## config.mk

```make
export PLATFORM = sky130hd
export DESIGN_NAME = weight_sparse_encoder
export DESIGN_NICKNAME = d
export VERILOG_FILES = /design/src/rtl/weight_sparse_encoder.sv
export SDC_FILE = /design/constraint.sdc
export NUM_CORES = 1
export LEC_CHECK = 0
export BUFFER_PORTS_ARGS = -buffer_cell sky130_fd_sc_hd__buf_2
export CORE_AREA = 4 4 118 92
export CTS_BUF_LIST = sky130_fd_sc_hd__clkbuf_2
export CTS_CLUSTER_SIZE = 30
export DETAILED_ROUTE_END_ITERATION = 12
export DIE_AREA = 0 0 122 96
export HOLD_SLACK_MARGIN = 0.06
export PLACE_DENSITY_LB_ADDON = 0.08
export SLEW_MARGIN = 20
export SYNTH_ARGS = -nofsm -noshare
export SYNTH_HDL_FRONTEND = slang
export SYNTH_SLANG_ARGS = --single-unit
export TNS_END_PERCENT = 100
```

## constraint.sdc

```tcl
create_clock -name i_clk -period 2.2 [get_ports i_clk]
set_input_delay 0.44 -clock i_clk [delete_from_list [all_inputs] [get_ports i_clk]]
set_output_delay 0.44 -clock i_clk [all_outputs]
set_load 0.02 [all_outputs]
```

## src/rtl/weight_sparse_encoder.sv

```systemverilog
`default_nettype none
// ============================================================================
//  Module   : weight_sparse_encoder
//  Purpose  : Converts a dense convolution weight tile (k-major, then r, then
//             s) into a compressed sparse stream. Each kept weight becomes one
//             (value, r, s, k) entry. The module also emits a per-filter
//             start pointer and the total entry count.
//  Revision : 1.0 - initial release
// ----------------------------------------------------------------------------
//  Ports
//    i_clk, i_rst        clock, synchronous active-high reset
//    i_start             one-cycle pulse that begins a tile (IDLE only)
//    i_w / i_w_valid     dense weight input
//    o_w_ready           encoder can accept a weight
//    i_thresh            prune threshold, unsigned (macro builds only)
//    o_val/o_r/o_s/o_k   entry payload
//    o_valid / i_ready   entry handshake
//    o_ptr / o_ptr_valid index of the first entry of each filter (pulse)
//    o_length            entries kept, updated on tile completion
//    o_overflow          entries were dropped this tile
//    o_finish            one-cycle tile-complete pulse
//  Build option
//    WENC_PRUNE_THRESH_EN : adds i_thresh; weights with |w| <= threshold
//                           are dropped. Otherwise only exact zeros drop.
// ============================================================================
module weight_sparse_encoder #(
  parameter int W_BITWIDTH = 8,
  parameter int KR         = 3,
  parameter int KS         = 3,
  parameter int KN         = 8,
  parameter int MAX_NNZ    = 64
) (
  input  logic                         i_clk,
  input  logic                         i_rst,
  input  logic                         i_start,
  input  logic [W_BITWIDTH-1:0]        i_w,
  input  logic                         i_w_valid,
  output logic                         o_w_ready,
`ifdef WENC_PRUNE_THRESH_EN
  input  logic [W_BITWIDTH-1:0]        i_thresh,
`endif
  output logic [W_BITWIDTH-1:0]        o_val,
  output logic [$clog2(KR)-1:0]        o_r,
  output logic [$clog2(KS)-1:0]        o_s,
  output logic [$clog2(KN)-1:0]        o_k,
  output logic                         o_valid,
  input  logic                         i_ready,
  output logic [$clog2(MAX_NNZ):0]     o_ptr,
  output logic                         o_ptr_valid,
  output logic [$clog2(MAX_NNZ):0]     o_length,
  output logic                         o_overflow,
  output logic                         o_finish
);

  localparam int RW = $clog2(KR);
  localparam int SW = $clog2(KS);
  localparam int KW = $clog2(KN);
  localparam int NW = $clog2(MAX_NNZ) + 1;
  localparam int EW = W_BITWIDTH + RW + SW + KW;

  localparam logic [RW-1:0] c_R_LAST  = RW'(KR - 1);
  localparam logic [SW-1:0] c_S_LAST  = SW'(KS - 1);
  localparam logic [KW-1:0] c_K_LAST  = KW'(KN - 1);
  localparam logic [NW-1:0] c_NNZ_MAX = NW'(MAX_NNZ);

  typedef enum logic [1:0] {
    S_IDLE  = 2'd0,
    S_RUN   = 2'd1,
    S_DRAIN = 2'd2,
    S_DONE  = 2'd3
  } state_t;

  state_t            r_state;
  state_t            w_state_nxt;

  logic [RW-1:0]     r_r;
  logic [SW-1:0]     r_s;
  logic [KW-1:0]     r_k;
  logic [NW-1:0]     r_nnz;
  logic [NW-1:0]     r_ptr;
  logic              r_ptr_valid;
  logic [NW-1:0]     r_length;
  logic              r_overflow;

  // Two-entry output buffer; slot 0 is always the head and drives the outputs.
  logic [EW-1:0]     r_slot0;
  logic [EW-1:0]     r_slot1;
  logic [1:0]        r_cnt;

  logic              w_w_ready;
  logic              w_xfer;
  logic              w_nz;
  logic              w_first;
  logic              w_last;
  logic              w_pop;
  logic              w_push;
  logic              w_drop;
  logic [EW-1:0]     w_new;

  // --------------------------------------------------------------------------
  // Zero / prune test
  // --------------------------------------------------------------------------
`ifdef WENC_PRUNE_THRESH_EN
  logic [W_BITWIDTH-1:0] r_thresh;
  logic [W_BITWIDTH:0]   w_mag;

  always_ff @(posedge i_clk) begin
    if (i_rst) begin
      r_thresh <= '0;
    end else if (r_state == S_IDLE && i_start) begin
      r_thresh <= i_thresh;
    end
  end

  // One extra bit so the most negative weight has a representable magnitude.
  assign w_mag = i_w[W_BITWIDTH-1] ? ({1'b0, ~i_w} + (W_BITWIDTH+1)'(1))
                                   : {1'b0, i_w};
  assign w_nz  = (w_mag > {1'b0, r_thresh});
`else
  assign w_nz  = |i_w;
`endif

  // --------------------------------------------------------------------------
  // Handshake decode
  // --------------------------------------------------------------------------
  // A full buffer still accepts when the head leaves on the same edge.
  assign w_w_ready = (r_state == S_RUN) && ((r_cnt != 2'd2) || i_ready);
  assign o_w_ready = w_w_ready;
  assign w_xfer    = i_w_valid && w_w_ready;
  assign w_first   = (r_r == '0) && (r_s == '0);
  assign w_last    = (r_k == c_K_LAST) && (r_r == c_R_LAST) && (r_s == c_S_LAST);
  assign w_pop     = (r_cnt != 2'd0) && i_ready;
  assign w_push    = w_xfer && w_nz && (r_nnz != c_NNZ_MAX);
  assign w_drop    = w_xfer && w_nz && (r_nnz == c_NNZ_MAX);
  assign w_new     = {i_w, r_r, r_s, r_k};

  // --------------------------------------------------------------------------
  // Control FSM
  // --------------------------------------------------------------------------
  always_ff @(posedge i_clk) begin
    if (i_rst) begin
      r_state <= S_IDLE;
    end else begin
      r_state <= w_state_nxt;
    end
  end

  always_comb begin
    w_state_nxt = r_state;
    o_finish    = 1'b0;
    case (r_state)
      S_IDLE:  if (i_start) w_state_nxt = S_RUN;
      S_RUN:   if (w_xfer && w_last) w_state_nxt = S_DRAIN;
      S_DRAIN: if (r_cnt == 2'd0) w_state_nxt = S_DONE;
      S_DONE: begin
        o_finish    = 1'b1;
        w_state_nxt = S_IDLE;
      end
      default: w_state_nxt = S_IDLE;
    endcase
  end

  // --------------------------------------------------------------------------
  // Coordinates, counters, pointer and output buffer
  // --------------------------------------------------------------------------
  always_ff @(posedge i_clk) begin
    if (i_rst) begin
      r_r         <= '0;
      r_s         <= '0;
      r_k         <= '0;
      r_nnz       <= '0;
      r_ptr       <= '0;
      r_ptr_valid <= 1'b0;
      r_length    <= '0;
      r_overflow  <= 1'b0;
      r_slot0     <= '0;
      r_slot1     <= '0;
      r_cnt       <= 2'd0;
    end else begin
      r_ptr_valid <= 1'b0;

      if (r_state == S_IDLE && i_start) begin
        r_r        <= '0;
        r_s        <= '0;
        r_k        <= '0;
        r_nnz      <= '0;
        r_length   <= '0;
        r_overflow <= 1'b0;
      end

      if (w_xfer) begin
        if (r_s == c_S_LAST) begin
          r_s <= '0;
          if (r_r == c_R_LAST) begin
            r_r <= '0;
            r_k <= (r_k == c_K_LAST) ? '0 : r_k + KW'(1);
          end else begin
            r_r <= r_r + RW'(1);
          end
        end else begin
          r_s <= r_s + SW'(1);
        end

        // Pointer reports the entry count before this filter's first weight.
        if (w_first) begin
          r_ptr_valid <= 1'b1;
          r_ptr       <= r_nnz;
        end
        if (w_push) r_nnz      <= r_nnz + NW'(1);
        if (w_drop) r_overflow <= 1'b1;
      end

      if (r_state == S_DRAIN && r_cnt == 2'd0) begin
        r_length <= r_nnz;
      end

      case (r_cnt)
        2'd0: begin
          if (w_push) begin
            r_slot0 <= w_new;
            r_cnt   <= 2'd1;
          end
        end
        2'd1: begin
          if (w_push && w_pop) begin
            r_slot0 <= w_new;
          end else if (w_push) begin
            r_slot1 <= w_new;
            r_cnt   <= 2'd2;
          end else if (w_pop) begin
            r_cnt   <= 2'd0;
          end
        end
        default: begin
          if (w_pop) begin
            r_slot0 <= r_slot1;
            if (w_push) begin
              r_slot1 <= w_new;
            end else begin
              r_cnt   <= 2'd1;
            end
          end
        end
      endcase
    end
  end

  assign {o_val, o_r, o_s, o_k} = r_slot0;
  assign o_valid     = (r_cnt != 2'd0);
  assign o_ptr       = r_ptr;
  assign o_ptr_valid = r_ptr_valid;
  assign o_length    = r_length;
  assign o_overflow  = r_overflow;

endmodule
`default_nettype wire

```

---- Yosys cells after proc, flatten, opt, wreduce, memory -nomap -nowiden ----
Cells that the tools add are included.
word-level totals
  bits in registers ....................... 64
operators by class
  reductions and logical operators ........ 30
  mux-type cells .......................... 41
  equal/unequal tests ..................... 18
  add/sub/neg operators ................... 4
  bitwise operators ....................... 2
operators by type and width
  kind                 number
  $mux 15              6
  $pmux 15 s2          2
  $mux 7               5
  $mux 2               16
  $mux 3               5
  $logic_and 1x1->1    13
  $ne 2x2->1 const B   6
  $reduce_and 3->1     3
  $eq 2x2->1 const B   4
  $logic_not 2->1      4
  $pmux 2 s4           1
  $reduce_bool 2->1    4
  $reduce_or 8->1      1
  $add 7x1->7 const B  1
  $eq 7x7->1 const B   1
  $ne 7x7->1 const B   1
  $mux 1               5
  $reduce_and 5->1     1
  $add 2x1->2 const B  2
  $eq 2x1->1 const B   2
  $pmux 2 s2           1
  $add 3x1->3 const B  1
  $eq 3x3->1 const B   1
  $ne 3x1->1 const B   1
  7 further kinds      8

---- Depth between registers and ports, before layout ----
Gate-level depths: netlist of the first run.
  depth in word-level cells ............... 9
  mapped depth ............................ 9
  mapped depth without buffers ............ 7

---- Worst setup path after synthesis of the first run ----
No wires, ideal clock.
  path type ............................... reg2reg
  start ................................... register r_state[1]
  end ..................................... register r_slot1[10]
  slack ................................... 0.290 ns
  cell stages (with the launch flop) ...... 10
  data arrival time ....................... 1.782 ns
  data required time ...................... 2.072 ns
  buffers on the path ..................... 2
  period minus slack after synthesis ...... 1.910 ns
  setup time .............................. 0.128 ns
  cell sequence ........................... dfxtp_1 inv_1 ha_1 nand2_1 a211o_1 buf_6 nor3_4 buf_6 mux2i_1 nor2_1
on the way
  word-level cells in the longest chain between the ends .. 8
  elaborated cells between the ends (all ways) .. 12
  those cells by class .................... eq/ne: 2; mux: 4; reduce/logical: 6
ends and longest elaborated chain
  what                                                    line  RTL
  from (decl)                                             73    state_t r_state;
  from (signal assigned)                                  144   r_state <= w_state_nxt;
  $eq 2x1->1 (*)                                          127   assign w_w_ready = (r_state == S_RUN) && ((r_cnt != 2'd2) || i_ready);
  $logic_and 1x1->1 (*)                                   127
  $logic_and 1x1->1 (*)                                   129   assign w_xfer = i_w_valid && w_w_ready;
  $logic_and 1x1->1 (*) (2 in series)                     133   assign w_push = w_xfer && w_nz && (r_nnz != c_NNZ_MAX);
  $mux 15 / $logic_and 1x1->1 (equally long branches)     n/a
  $mux 15, or another cell as far along                   n/a
  $pmux 15 s2 / $reduce_and 3->1 (equally long branches)  n/a
  to (signal assigned)                                    228   r_slot1 <= w_new;
  to (signal assigned)                                    238   r_slot1 <= w_new;
  to (decl)                                               87    logic [EW-1:0] r_slot1;
Every way passes the cells marked *; elsewhere a longest branch is shown, timed or not. The select of a mux whose other input is x is not followed.
A chain may end at the register's enable or synchronous reset.

---- Final worst setup path of the first run ----
  start ................................... register r_state[1]
  end ..................................... register r_nnz[3]
on the way
  word-level cells in the longest chain between the ends .. 7
  elaborated cells between the ends (all ways) .. 10
  those cells by class .................... eq/ne: 1; mux: 3; reduce/logical: 6
ends and longest elaborated chain
  what                             line  RTL
  $eq 2x1->1                       127
  $logic_and 1x1->1                127
  $logic_and 1x1->1                129
  $logic_and 1x1->1 (2 in series)  133
  $mux 7                           209   if (w_push) r_nnz <= r_nnz + NW'(1);
  $mux 7 (*)                       191   if (w_xfer) begin
  to (signal assigned)             209
  to (decl)                        79    logic [NW-1:0] r_nnz;
Every way passes the cells marked *; elsewhere a longest branch is shown, timed or not.

==> results of run 1 <==
[flip-flops by register name, indices dropped and copies added, names as in the netlist]
signal / cells
r_r: 2
r_slot0: 15
o_ptr_valid: 1
o_ptr: 7
o_length: 7
o_overflow: 1
r_s: 2
r_cnt: 2
r_k: 3
r_nnz: 7
r_state: 2
r_slot1: 15
[final timing paths]
| path | from | end | slack [ns] |
|---|---|---|---|
| setup / recovery | r_state[1] | r_nnz[3] | 0.12 |
| hold / removal | i_w[2] | r_slot1[9] | 0.19 |
| setup reg to reg | r_state[1] | r_nnz[3] | 0.12 |
| hold reg to reg | o_length[3] | o_length[3] | 0.48 |
[area by class of cell]
class	instances	area [µm²]
Fill cell	1019	6060
Clock inverter	6	60.1
Multi-Input combinational cell	218	1430
Clock buffer	10	50.0
Timing Repair Buffer	80	510
Inverter	7	26.3
Sequential cell	64	1280
Tap cell	132	165
[through the flow]
stage	hold WS (ns)	area, µm²	setup WS (ns)	instances
6_report	0.192	3520	0.115	517
3_3_place_gp	0.452	3390	-0.0835	499
4_1_cts	0.122	3520	0.00413	517
5_1_grt	0.167	3520	0.00530	517
2_1_floorplan	0.460	2850	0.290	311
3_5_place_dp	0.460	3390	-0.112	499
[power groups by stage]
| stage | clock network [mW] | registers, mW | logic, mW |
|---|---|---|---|
| floorplan | 0 | 1.43 | 0.457 |
| global placement | 0 | 1.33 | 0.872 |
| detailed placement | 0 | 1.34 | 0.869 |
| CTS | 0.746 | 1.31 | 0.871 |
| global route | 0.790 | 1.33 | 0.959 |
| finish | 0.708 | 1.31 | 0.864 |
[cell usage in the layout, fill, tap and decap left out, types with 4 or more instances in the layout]
cell / instances
dfxtp_1: 64
a211oi_1: 16
or3_1: 4
nor2b_1: 4
a21oi_1: 18
nand3_1: 23
a31oi_1: 4
clkbuf_2: 10
mux2i_1: 39
buf_4: 32
buf_2: 46
inv_1: 7
ha_1: 8
nor2_1: 45
nand2_1: 18
[metal layers]
layer / track usage (%) / wire, µm
met5: 0 / 0
met4: 5.04 / 115
met3: 4.11 / 354
met2: 16.6 / 2730
met1: 19.0 / 3750
[critical path, cell delays in order (launching register included)]
cell and delay [ns]:
dfxtp_1 0.35, inv_1 0.07, ha_2 0.20, nand2_1 0.08, a211o_1 0.28, buf_4 0.19
or2_1 0.26, buf_4 0.17, or3_1 0.34, a31oi_1 0.12
[cell families after synthesis]
kind of cell / Yosys count
flops: 64
buf+inv: 29
xor+xnor: 1
fa+ha+maj: 9
compound gates: 50
simple gates: 119
mux: 39
[what timing repair did]
action | in CTS | in global routing
pin swaps | 1 | 0
buffers inserted | 2 | 0
hold buffers | 0 | 0
setup endpoints to repair | 11 | 8
resized for setup | 0 | 2
==> impl_metrics.env, run 1 <==
export IMPL_coreArea_um2=9580
export IMPL_power_switching_mw=1.02
export IMPL_drtIter0Drc=125
export IMPL_synth_xor_area_share_pct=0.308
export IMPL_drive_gt1_share_pct=26.8
export IMPL_drtPass1Iterations=4
export IMPL_rr_worst_depth=9
export IMPL_hold_path_class="input pin to flip-flop"
export IMPL_clock_sinks=64
export IMPL_swShare_pct=35.3
export IMPL_synth_seq_cells=64
export IMPL_track_usage_pct=12.7
export IMPL_arrival_ns=2.54
export IMPL_worstSetupEndpointType="flip-flop"
export IMPL_wl_per_cell_um=13.4
export IMPL_grt_pass1_vias=2214
export IMPL_syn_area_um2=2850
export IMPL_clk_latency_ns=0.51
export IMPL_cts_tree="done"
export IMPL_leakage_nw=1.40
export IMPL_worstPathRequired_ns=2.65
export IMPL_postSynthCellCount=311
export IMPL_synthAdderAreaFrac_pct=3.95
export IMPL_fin_crit_ns=2.08
export IMPL_cts_buffer_depth=2
export IMPL_yosys_area_top_type="dfxtp_1"
export IMPL_maxCapViolations=0
export IMPL_tightest_slew_ns=0.482
export IMPL_die_y_um=96
export IMPL_ys_seq_area_share_pct=45.0
export IMPL_total_power_mw=2.88
export IMPL_htreeDepth=3
export IMPL_synth_top_cells_by_count="64 x dfxtp_1, 46 x nor2_1, 39 x mux2i_1, 23 x nand3_1, 19 x a21oi_1"
export IMPL_combinationalPowerShare_pct=30.0
export IMPL_rsz0062_at_grt="false"
export IMPL_totalWireLength_um=6950
export IMPL_synth_compound_area_share_pct=11.2
export IMPL_synth_edf_count=0
export IMPL_max_slew_margin_pct=67.9
export IMPL_yosys_warnings=0
export IMPL_hold_viol=0
export IMPL_start_kind="flip-flop"
export IMPL_diodes=0
export IMPL_worstSetupPathType="flip-flop to flip-flop"
export IMPL_area_growth_synth_to_final_pct=23.8
export IMPL_ir_drop_v=0.000380
export IMPL_synth_cell_types=39
export IMPL_internal_power_mw=1.86
export IMPL_fin_crit_sh_pct=94.8
export IMPL_root_buffer="clkbuf_2"
export IMPL_drv_slew=0
export IMPL_io_buffers=46
export IMPL_yosysMostFrequentCell="dfxtp_1"
export IMPL_utilization_pct=36.8
export IMPL_grt_max_degree=31
export IMPL_overflow=0
export IMPL_synthTopCellsByArea="dfxtp_1 45%, mux2i_1 14%, nor2_1 6.1%"
export IMPL_io_pins=47
export IMPL_rows=31
export IMPL_outcome="finished, final reports clean"
export IMPL_drc=0
export IMPL_path_clk_slew_ns=0.19
export IMPL_avgSynthCellArea_um2=9.16
export IMPL_dieArea_um2=11700
export IMPL_power_frac_clock_pct=24.6
export IMPL_powerDensity_nw_per_um2=818
export IMPL_muxShareOfSynthArea_pct=13.7
export IMPL_vias_per_cell=4.60
export IMPL_setup_violations_final=0
export IMPL_async_reset_ff_share_pct=0
export IMPL_antenna_left=0
export IMPL_seqPwrFrac_pct=45.4
export IMPL_grt_first_pass_wirelength_um=11500
export IMPL_yosys_most_used_dff="dfxtp_1"
export IMPL_dpl_hpwl_um=5010
export IMPL_min_path_cells=3
export IMPL_via_count=2377
export IMPL_fp_dieW_um=122
export IMPL_gp_congestion=0.756
export IMPL_numCtsBuffers=9
export IMPL_synth_simple_area_share_pct=20.7
export IMPL_start_util_pct=29.7
export IMPL_setup_tns_ns=0
export IMPL_fmax_mhz=480
export IMPL_synth_nets=333
export IMPL_final_setup_skew_ns=0.0187
export IMPL_finalNetCount=402
export IMPL_synth_top_family_by_area="simple AND/OR/NAND/NOR gates"
export IMPL_antenna_found_initial=0
export IMPL_cp_max_fo=7
export IMPL_netlist_area_leader_share_pct=45.0
No activity file was read; power rests on OpenSTA's default activity.
==> inputs of run 2 (changes only) <==
REMOVE_ABC_BUFFERS = 1   (was not set)
SLEW_MARGIN = not set   (was 20)
TNS_END_PERCENT = 20   (was 100)
==> impl_metrics.env, run 2 (synthesis gave the netlist of run 1 again) <==
export IMPL_drv_slew=0
export IMPL_io_buffers=46
export IMPL_overflow=0
export IMPL_diodes=0
export IMPL_area_growth_synth_to_final_pct=22.3
export IMPL_arrival_ns=2.50
export IMPL_hold_viol=0
export IMPL_antenna_found_initial=0
export IMPL_r2r_start="r_state[1]"
export IMPL_seqPwrFrac_pct=48.6
export IMPL_setup_violations_final=0
export IMPL_worstPathRequired_ns=2.61
export IMPL_r2r_slack_ns=0.11
export IMPL_leakage_nw=1.37
export IMPL_totalWireLength_um=6910
export IMPL_die_y_um=96
export IMPL_io_pins=47
export IMPL_numCtsBuffers=9
export IMPL_finalNetCount=396
export IMPL_clk_latency_ns=0.48
export IMPL_via_count=2376
export IMPL_fill_cells=1008
export IMPL_pre_cts_slack_ns=-0.0710
export IMPL_combinationalPowerShare_pct=32.4
export IMPL_cts_tree="done"
export IMPL_final_setup_skew_ns=0.0241
export IMPL_ir_drop_v=0.000301
export IMPL_grt_pass1_vias=2194
export IMPL_path_clk_slew_ns=0.16
export IMPL_antenna_left=0
export IMPL_min_from="i_w[3]"
export IMPL_drtPass1Iterations=4
export IMPL_fin_crit_sh_pct=95.0
export IMPL_cts_buffer_depth=2
export IMPL_clock_sinks=64
export IMPL_top_regs="r_slot0 (15), r_slot1 (15)"
export IMPL_vias_per_cell=4.68
export IMPL_drtIter0Drc=117
export IMPL_drive_gt1_share_pct=26.9
export IMPL_root_buffer="clkbuf_2"
export IMPL_max_slew_margin_pct=70.7
export IMPL_final_common_cell="dfxtp_1"
export IMPL_rows=31
export IMPL_worstSetupPathType="flip-flop to flip-flop"
export IMPL_dp_cells=494
export IMPL_dieArea_um2=11700
export IMPL_fin_ws_ns=0.111
export IMPL_track_usage_pct=12.7
export IMPL_layout_cells_non_filler=508
export IMPL_maxCapViolations=0
export IMPL_htreeDepth=3
export IMPL_fmax_mhz=479
export IMPL_tightest_slew_ns=0.440
export IMPL_start_kind="flip-flop"
export IMPL_internal_power_mw=1.74
export IMPL_grt_first_pass_wirelength_um=11400
export IMPL_wl_per_cell_um=13.6
export IMPL_fin_crit_ns=2.09
export IMPL_rsz0062_at_grt="false"
export IMPL_swShare_pct=35.8
export IMPL_worstSetupEndpointType="flip-flop"
export IMPL_coreArea_um2=9580
export IMPL_drc=0
export IMPL_multi_input_area_um2=1460
export IMPL_power_frac_clock_pct=19.0
export IMPL_outcome="finished, final reports clean"
export IMPL_gp_congestion=0.740
export IMPL_start_util_pct=29.7
export IMPL_power_switching_mw=0.970
export IMPL_final_cell_mix="62 x dfxtp_1, 46 x buf_2, 45 x nor2_1"
export IMPL_final_seq_area_um2=1280
export IMPL_cp_max_fo=8
export IMPL_dpl_hpwl_um=4950
export IMPL_hold_path_class="input pin to flip-flop"
export IMPL_powerDensity_nw_per_um2=779
export IMPL_grt_max_degree=31
export IMPL_fp_dieW_um=122
export IMPL_critPathLaunch="r_state[1]"
## run 2: cell count changes in the layout (fill, tap and decap cells not counted), moves of 2 or more
cell	delta
clkinvlp_4	-3
dfxtp_1	-2
dfxtp_2	+2
buf_4	-8
## run 2: final cells by class
class,instances,share of cell area [%]
inverter,7,0.754
sequential,64,36.9
clock inverter,3,0.359
multi-input combinational,218,42.0
tap,132,4.74
timing repair buffer,74,13.8
clock buffer,10,1.44
## run 2: critical path: stages (launching register included)
cell     delay (ns)
dfxtp_2        0.36
inv_2          0.07
ha_4           0.13
nand2_2        0.06
a211o_1        0.41
or2_4          0.33
buf_4          0.15
or3_1          0.33
a31oi_1        0.17
## run 2: through the flow
stage | total power, mW | TNS, ns | cell area [µm²] | utilization [%] | hold slack (ns)
global placement | 2.21 | -0.809 | 3360 | 35.0 | 0.461
CTS | 2.76 | 0 | 3460 | 36.1 | 0.164
detailed placement | 2.21 | -0.763 | 3360 | 35.0 | 0.464
floorplan | 1.83 | -10.79 | 2730 | - | 0.460
finish | 2.71 | 0 | 3480 | 36.4 | 0.234
global route | 2.93 | 0 | 3480 | 36.4 | 0.167
## run 2: final timing paths
check	endpoint	cells past startpoint
worst max-delay path	r_nnz[4]	8
worst min-delay path	r_slot1[10]	3
worst max register to register	r_nnz[4]	8
worst min register to register	o_length[0]	2
## run 2: power by group through the flow
stage | sequential (mW) | combinational, mW | clock (mW)
6_report | 1.32 | 0.879 | 0.515
5_1_grt | 1.34 | 0.986 | 0.610
4_1_cts | 1.31 | 0.884 | 0.563
3_5_place_dp | 1.34 | 0.872 | 0
3_3_place_gp | 1.33 | 0.873 | 0
2_1_floorplan | 1.43 | 0.401 | 0
## run 2: timing repair
action,CTS,global route
pin swaps,1,3
hold buffers,0,0
buffers inserted,2,0
resized for setup,3,9
setup endpoints to repair,17,21
hold endpoints to repair,0,0
## run 2: per-layer routing
layer  track usage [%]  vias to the layer above  routed length (µm)  part of all wire (%)
met5                 0                        -                   0                     0
met4              3.36                        0                  73                   1.1
met3              5.29                        8                 372                   5.4
met2              17.0                       52                2860                    41
met1              18.3                     1091                3610                    52
li1                  -                     1225                   -                     -
